[src/rtl/softreg_host_seq.sv]
// SoftReg host sequencer: replays a loadable table of SoftReg writes after a
// start pulse, then polls a completion register until it reads non-zero or
// the polling phase runs out of time.
module softreg_host_seq #(
  parameter int N_CMDS      = 16,
  parameter int ADDR_W      = 32,
  parameter int DATA_W      = 64,
  parameter int START_DELAY = 3,
  parameter int POLL_GAP    = 64,
  parameter int TIMEOUT     = 500000
) (
  input  logic                      clk,
  input  logic                      rst,
  input  logic                      cmd_wr_en,
  input  logic [$clog2(N_CMDS)-1:0] cmd_wr_idx,
  input  logic [ADDR_W-1:0]         cmd_wr_addr,
  input  logic [DATA_W-1:0]         cmd_wr_data,
  input  logic [$clog2(N_CMDS):0]   n_cmds,
  input  logic [ADDR_W-1:0]         done_addr,
  input  logic                      start,
  output logic                      softreg_req_valid,
  output logic                      softreg_req_isWrite,
  output logic [ADDR_W-1:0]         softreg_req_addr,
  output logic [DATA_W-1:0]         softreg_req_data,
  input  logic                      softreg_resp_valid,
  input  logic [DATA_W-1:0]         softreg_resp_data,
  output logic                      busy,
  output logic                      done,
  output logic                      timed_out,
  output logic [DATA_W-1:0]         result,
  output logic [31:0]               poll_count
);

  localparam int IDX_W = $clog2(N_CMDS);
  localparam logic [IDX_W:0] N_MAX   = (IDX_W+1)'(N_CMDS);
  localparam logic [IDX_W:0] IDX_ONE = (IDX_W+1)'(1);

  typedef enum logic [2:0] {
    S_IDLE, S_DELAY, S_ISSUE, S_POLL_REQ, S_POLL_WAIT, S_GAP
  } state_t;

  state_t state, next_state;

  logic [ADDR_W-1:0] addr_mem [N_CMDS];
  logic [DATA_W-1:0] data_mem [N_CMDS];

  logic [IDX_W:0]    n_lat;
  logic [ADDR_W-1:0] done_addr_lat;
  logic [IDX_W:0]    issue_idx, idx_next;
  logic [31:0]       dly_cnt, gap_cnt, tmo_cnt;
  logic              idx_ok, start_acc, polling, resp_hit, tmo_hit;

  // Out-of-range table indices only exist when N_CMDS is not a power of two.
  generate
    if ((1 << IDX_W) > N_CMDS) begin : g_idx_chk
      assign idx_ok = ({1'b0, cmd_wr_idx} < N_MAX);
    end else begin : g_idx_full
      assign idx_ok = 1'b1;
    end
  endgenerate

  // Command table: host writes land only while no sequence is running.
  always_ff @(posedge clk) begin
    if (cmd_wr_en && !busy && idx_ok) begin
      addr_mem[cmd_wr_idx] <= cmd_wr_addr;
      data_mem[cmd_wr_idx] <= cmd_wr_data;
    end
  end

  // Next-state decode; a non-zero response beats a timeout in the same cycle.
  always_comb begin
    next_state = state;
    start_acc  = 1'b0;
    polling    = (state == S_POLL_REQ) || (state == S_POLL_WAIT) || (state == S_GAP);
    resp_hit   = (state == S_POLL_WAIT) && softreg_resp_valid && (softreg_resp_data != '0);
    tmo_hit    = polling && (tmo_cnt == 32'(TIMEOUT - 1));
    idx_next   = (state == S_ISSUE) ? issue_idx + IDX_ONE : '0;
    case (state)
      S_IDLE: begin
        if (start) begin
          start_acc  = 1'b1;
          next_state = S_DELAY;
        end
      end
      S_DELAY: begin
        if (dly_cnt + 32'd1 >= 32'(START_DELAY))
          next_state = (n_lat != '0) ? S_ISSUE : S_POLL_REQ;
      end
      S_ISSUE: begin
        if (issue_idx + IDX_ONE == n_lat) next_state = S_POLL_REQ;
      end
      S_POLL_REQ: next_state = S_POLL_WAIT;
      S_POLL_WAIT: begin
        if (softreg_resp_valid)
          next_state = (softreg_resp_data != '0) ? S_IDLE : S_GAP;
      end
      S_GAP: begin
        if (gap_cnt + 32'd1 >= 32'(POLL_GAP)) next_state = S_POLL_REQ;
      end
      default: next_state = S_IDLE;
    endcase
    if (tmo_hit && !resp_hit) next_state = S_IDLE;
  end

  // State, counters, status and registered SoftReg request outputs.
  always_ff @(posedge clk or negedge rst) begin
    if (!rst) begin
      state               <= S_IDLE;
      n_lat               <= '0;
      done_addr_lat       <= '0;
      issue_idx           <= '0;
      dly_cnt             <= '0;
      gap_cnt             <= '0;
      tmo_cnt             <= '0;
      busy                <= 1'b0;
      done                <= 1'b0;
      timed_out           <= 1'b0;
      result              <= '0;
      poll_count          <= '0;
      softreg_req_valid   <= 1'b0;
      softreg_req_isWrite <= 1'b0;
      softreg_req_addr    <= '0;
      softreg_req_data    <= '0;
    end else begin
      state     <= next_state;
      issue_idx <= idx_next;
      dly_cnt   <= (state == S_DELAY) ? dly_cnt + 32'd1 : '0;
      gap_cnt   <= (state == S_GAP) ? gap_cnt + 32'd1 : '0;

      if (start_acc)    tmo_cnt <= '0;
      else if (polling) tmo_cnt <= tmo_cnt + 32'd1;

      if (start_acc) begin
        n_lat         <= (n_cmds > N_MAX) ? N_MAX : n_cmds;
        done_addr_lat <= done_addr;
      end

      if (start_acc) busy <= 1'b1;
      else if (state != S_IDLE && next_state == S_IDLE) busy <= 1'b0;

      if (start_acc)     done <= 1'b0;
      else if (resp_hit) done <= 1'b1;

      if (start_acc)                timed_out <= 1'b0;
      else if (tmo_hit && !resp_hit) timed_out <= 1'b1;

      if (start_acc)     result <= '0;
      else if (resp_hit) result <= softreg_resp_data;

      if (start_acc) poll_count <= '0;
      else if (next_state == S_POLL_REQ && poll_count != '1) poll_count <= poll_count + 32'd1;

      // Request fields are forced to zero whenever the request is not valid.
      softreg_req_valid   <= (next_state == S_ISSUE) || (next_state == S_POLL_REQ);
      softreg_req_isWrite <= (next_state == S_ISSUE);
      if (next_state == S_ISSUE) begin
        softreg_req_addr <= addr_mem[idx_next[IDX_W-1:0]];
        softreg_req_data <= data_mem[idx_next[IDX_W-1:0]];
      end else if (next_state == S_POLL_REQ) begin
        softreg_req_addr <= done_addr_lat;
        softreg_req_data <= '0;
      end else begin
        softreg_req_addr <= '0;
        softreg_req_data <= '0;
      end
    end
  end

endmodule
[config.mk]
export PLATFORM = sky130hd
export DESIGN_NAME = softreg_host_seq
export DESIGN_NICKNAME = d
export VERILOG_FILES = /design/src/rtl/softreg_host_seq.sv
export SDC_FILE = /design/constraint.sdc
export NUM_CORES = 2
export LEC_CHECK = 0
export CAP_MARGIN = 15
export CORE_ASPECT_RATIO = 1.5
export CORE_MARGIN = 2
export CORE_UTILIZATION = 47
export CTS_CLUSTER_SIZE = 10
export DETAILED_ROUTE_END_ITERATION = 10
export DONT_BUFFER_PORTS = 1
export PLACE_DENSITY_LB_ADDON = 0.2
export SETUP_SLACK_MARGIN = 0.15
export SLEW_MARGIN = 20
export SYNTH_ARGS = -nofsm -noshare
export SYNTH_HDL_FRONTEND = slang
export SYNTH_SLANG_ARGS = --single-unit
[constraint.sdc]
create_clock -name clk -period 9.7 [get_ports clk]
set_input_delay 0.97 -clock clk [delete_from_list [all_inputs] [get_ports clk]]
set_output_delay 0.97 -clock clk [all_outputs]
set_load 0.01 [all_outputs]
==> flow_metrics.env <==
export IMPL_vias=48700
export IMPL_post_cts_setup_buffer_count=0
export IMPL_skew_ps=46.3
export IMPL_postPlaceCellArea_um2=78000
export IMPL_drtIter0Drc=3878
export IMPL_crit_end="softreg_req_data[49]"
export IMPL_cp_max_fo=49
export IMPL_drc=0
export IMPL_routedWlPerCell_um=25.7
export IMPL_htreeDepth=4
export IMPL_ys_ff_latch=1874
export IMPL_ios=403
export IMPL_wirelength_um=209000
export IMPL_finalInstanceArea_um2=84300
export IMPL_tns_ps=0
export IMPL_finalSetupViolations=0
export IMPL_viasPerCell=5.98
export IMPL_grt_max_degree=339
export IMPL_cts_buffers=208
export IMPL_synth_edf_count=1536
export IMPL_r2r_end="softreg_req_data[49]"
export IMPL_slew_headroom_pct=18.0
export IMPL_synthesis_area_um2=76100
export IMPL_powerDensity_nw_per_um2=224
export IMPL_synth_area_leaders="edfxtp_1 61%, dfrtp_1 11%, nand2_1 7.2%, a311oi_1 2.6%, a211oi_1 2.4%"
export IMPL_cts_sinks=1874
export IMPL_status="finished, final reports clean"
export IMPL_ctsResizeCount=0
export IMPL_crit_start="gap_cnt[1]"
export IMPL_min_period_ps=5350
export IMPL_hpwl_um=103000
export IMPL_clkLatencyLatePin_ps=850
export IMPL_critPathArrivalTime_ps=5990
export IMPL_end_kind="register"
export IMPL_yosysSeqAreaShare_pct=71.7
export IMPL_syn_num_nets=6246
export IMPL_startpoint_type="register"
export IMPL_fillCellCount=13400
export IMPL_r2r_cells=12
export IMPL_drv_slew=0
export IMPL_tightest_slew_ps=1230
export IMPL_ff_latch_area_um2=54600
export IMPL_finalCritPeriodShare_pct=55.1
export IMPL_maxCapViolCount=0
export IMPL_required_ps=10340
export IMPL_rsz0062_at_grt="no"
export IMPL_ant_nets=0
export IMPL_hold_violations=0
export IMPL_met3_length_um=17500
export IMPL_synth_area_per_cell_um2=12.6
export IMPL_die_h_um=497
export IMPL_dieWidth_um=333
export IMPL_antenna_found_initial=1
export IMPL_gr_total_overflow=0
export IMPL_timing_fmax_mhz=187
export IMPL_grt_pass1_wl_um=310000
export IMPL_coreArea_um2=161000
export IMPL_drive_gt1_share_pct=5.86
export IMPL_firstDrtPassIters=7
export IMPL_leakage_nw=28.4
export IMPL_area_growth_syn_to_layout_pct=10.7
export IMPL_yosysMostFrequentCell="edfxtp_1"
export IMPL_synthFlopType="edfxtp_1"
export IMPL_min_path_type="in -> reg"
export IMPL_met1_length_um=84000
export IMPL_top_layer="met4"
export IMPL_critPathKind="reg -> reg"
export IMPL_vdd_drop_max_v=0.000193
export IMPL_multi_input_area_um2=20000
export IMPL_r2r_slack_ps=4350
export IMPL_power_total_mw=18.9
export IMPL_port_buffers=0
export IMPL_synthCells=6034
export IMPL_track_usage_pct=25.0
export IMPL_yosysUniqueCellTypes=68
export IMPL_grt_pass1_vias=48100
export IMPL_netlist_top_cells_count="1536 x edfxtp_1, 1451 x nand2_1, 343 x clkbuf_1, 338 x dfrtp_1, 317 x o21ai_0"
export IMPL_async_flop_share_pct=18.0
export IMPL_dieArea_um2=165000
export IMPL_nNetsFinal=6100
export IMPL_cts_buffer_depth=3
export IMPL_path_clk_slew_ps=60
export IMPL_routed_wl_met2_um=102000
export IMPL_r2r_start="gap_cnt[1]"
export IMPL_synth_area_leader_cell="edfxtp_1"
export IMPL_rows=180
export IMPL_cts_tree="done"
export IMPL_ys_warn_count=0
export IMPL_synth_top_area_share_pct=60.6
export IMPL_gp_congestion=0.840
export IMPL_root_buffer="clkbuf_16"
export IMPL_start_util_pct=47.4
power by group:
part	leakage (nW)	switching [mW]	internal, mW
registers	18.5	0.451	9.17
clock network	2.91	3.09	4.08
logic	7.02	1.53	0.553
routing by layer:
layer  global-route usage, %  up-vias
met4                    8.05        0
met1                    31.5    24700
met2                    42.0     1672
met5                       0        -
met3                    6.50      377
li1                        -    21900
state kept, by name, indices dropped and copies added, names as in the netlist, 64 cells and up:
signal	cells
softreg_req_data	64
result	64
data_mem	1024
addr_mem	512
final cells by class:
cell class / instances / share of cell area [%]
Tap cell: 2093 / 3.11
Multi-Input combinational cell: 3711 / 23.8
Antenna cell: 1 / 0.00297
Clock buffer: 349 / 6.94
Sequential cell: 1874 / 64.8
Clock inverter: 17 / 0.327
Timing Repair Buffer: 71 / 0.956
Inverter: 22 / 0.131
per-stage QoR:
stage,hold WS (ps),std cells,util (%),setup slack [ps]
6_report,212,8138,52.5,4350
5_1_grt,177,8138,52.5,4010
4_1_cts,148,8132,52.4,4480
3_5_place_dp,462,7765,48.6,4030
3_3_place_gp,459,7763,48.5,4110
2_1_floorplan,446,6034,-,1010
what timing repair did:
action | in CTS | in global routing
endpoints found under the setup margin | 0 | 0
endpoints found under the hold margin | 338 | 8
hold buffers | 1 | 1
logic make-up (layout without fill, tap and decap cells):
kind of cell	Yosys count	count (layout)	synth area share [%]
adder cells (fa/ha/maj)	6	6	0.0986
AO/OA/AOI/OAI	1182	1182	10.2
buffers and inverters	449	459	2.28
XOR/XNOR	92	92	1.06
flip-flops	1874	1874	71.7
other	0	1	0
AND/OR/NAND/NOR	2350	2350	13.6
multiplexers	81	81	1.07
worst max-delay path, stage by stage, from the launching register on:
cell and delay, ps:
dfrtp_1 410, ha_1 290, nand4_1 210, nor4_2 620, nand4_1 290, mux2i_1 190, or4_1 540, nor4_1 570
a21oi_1 280, o31ai_4 290, or2_4 430, buf_4 830, a21oi_1 110
cell usage in the layout, fill, tap and decap left out, types with 18 or more instances in the layout:
cell type     n
clkbuf_16   212
nor2b_1     199
or4_1        21
and3_1       35
nor2_1      225
a31oi_1      34
nor4_1       41
dfrtp_1     337
mux2i_1      80
a311oi_1    225
o21ai_0     317
xor2_1       53
o2111ai_1    18
buf_4        52
nand2_1    1446
nand4_1      48
a211o_1      33
a211oi_1    244
xnor2_1      39
nor3_1       26
edfxtp_1   1536
clkbuf_1    134
nand3_1     193
a21oi_1     253
worst min path at each step:
stage,from,endpoint,slack [ps],depth (start not counted)
floorplan,done_addr_lat[0],done_addr_lat[0],450,2
global placement,done_addr_lat[21],done_addr_lat[21],460,2
detailed placement,done_addr_lat[4],done_addr_lat[4],460,2
CTS,cmd_wr_data[27],data_mem[15][27],150,0
global route,cmd_wr_data[27],data_mem[15][27],180,0
finish,cmd_wr_data[21],data_mem[4][21],210,0
(Power assumes the default switching activity.)
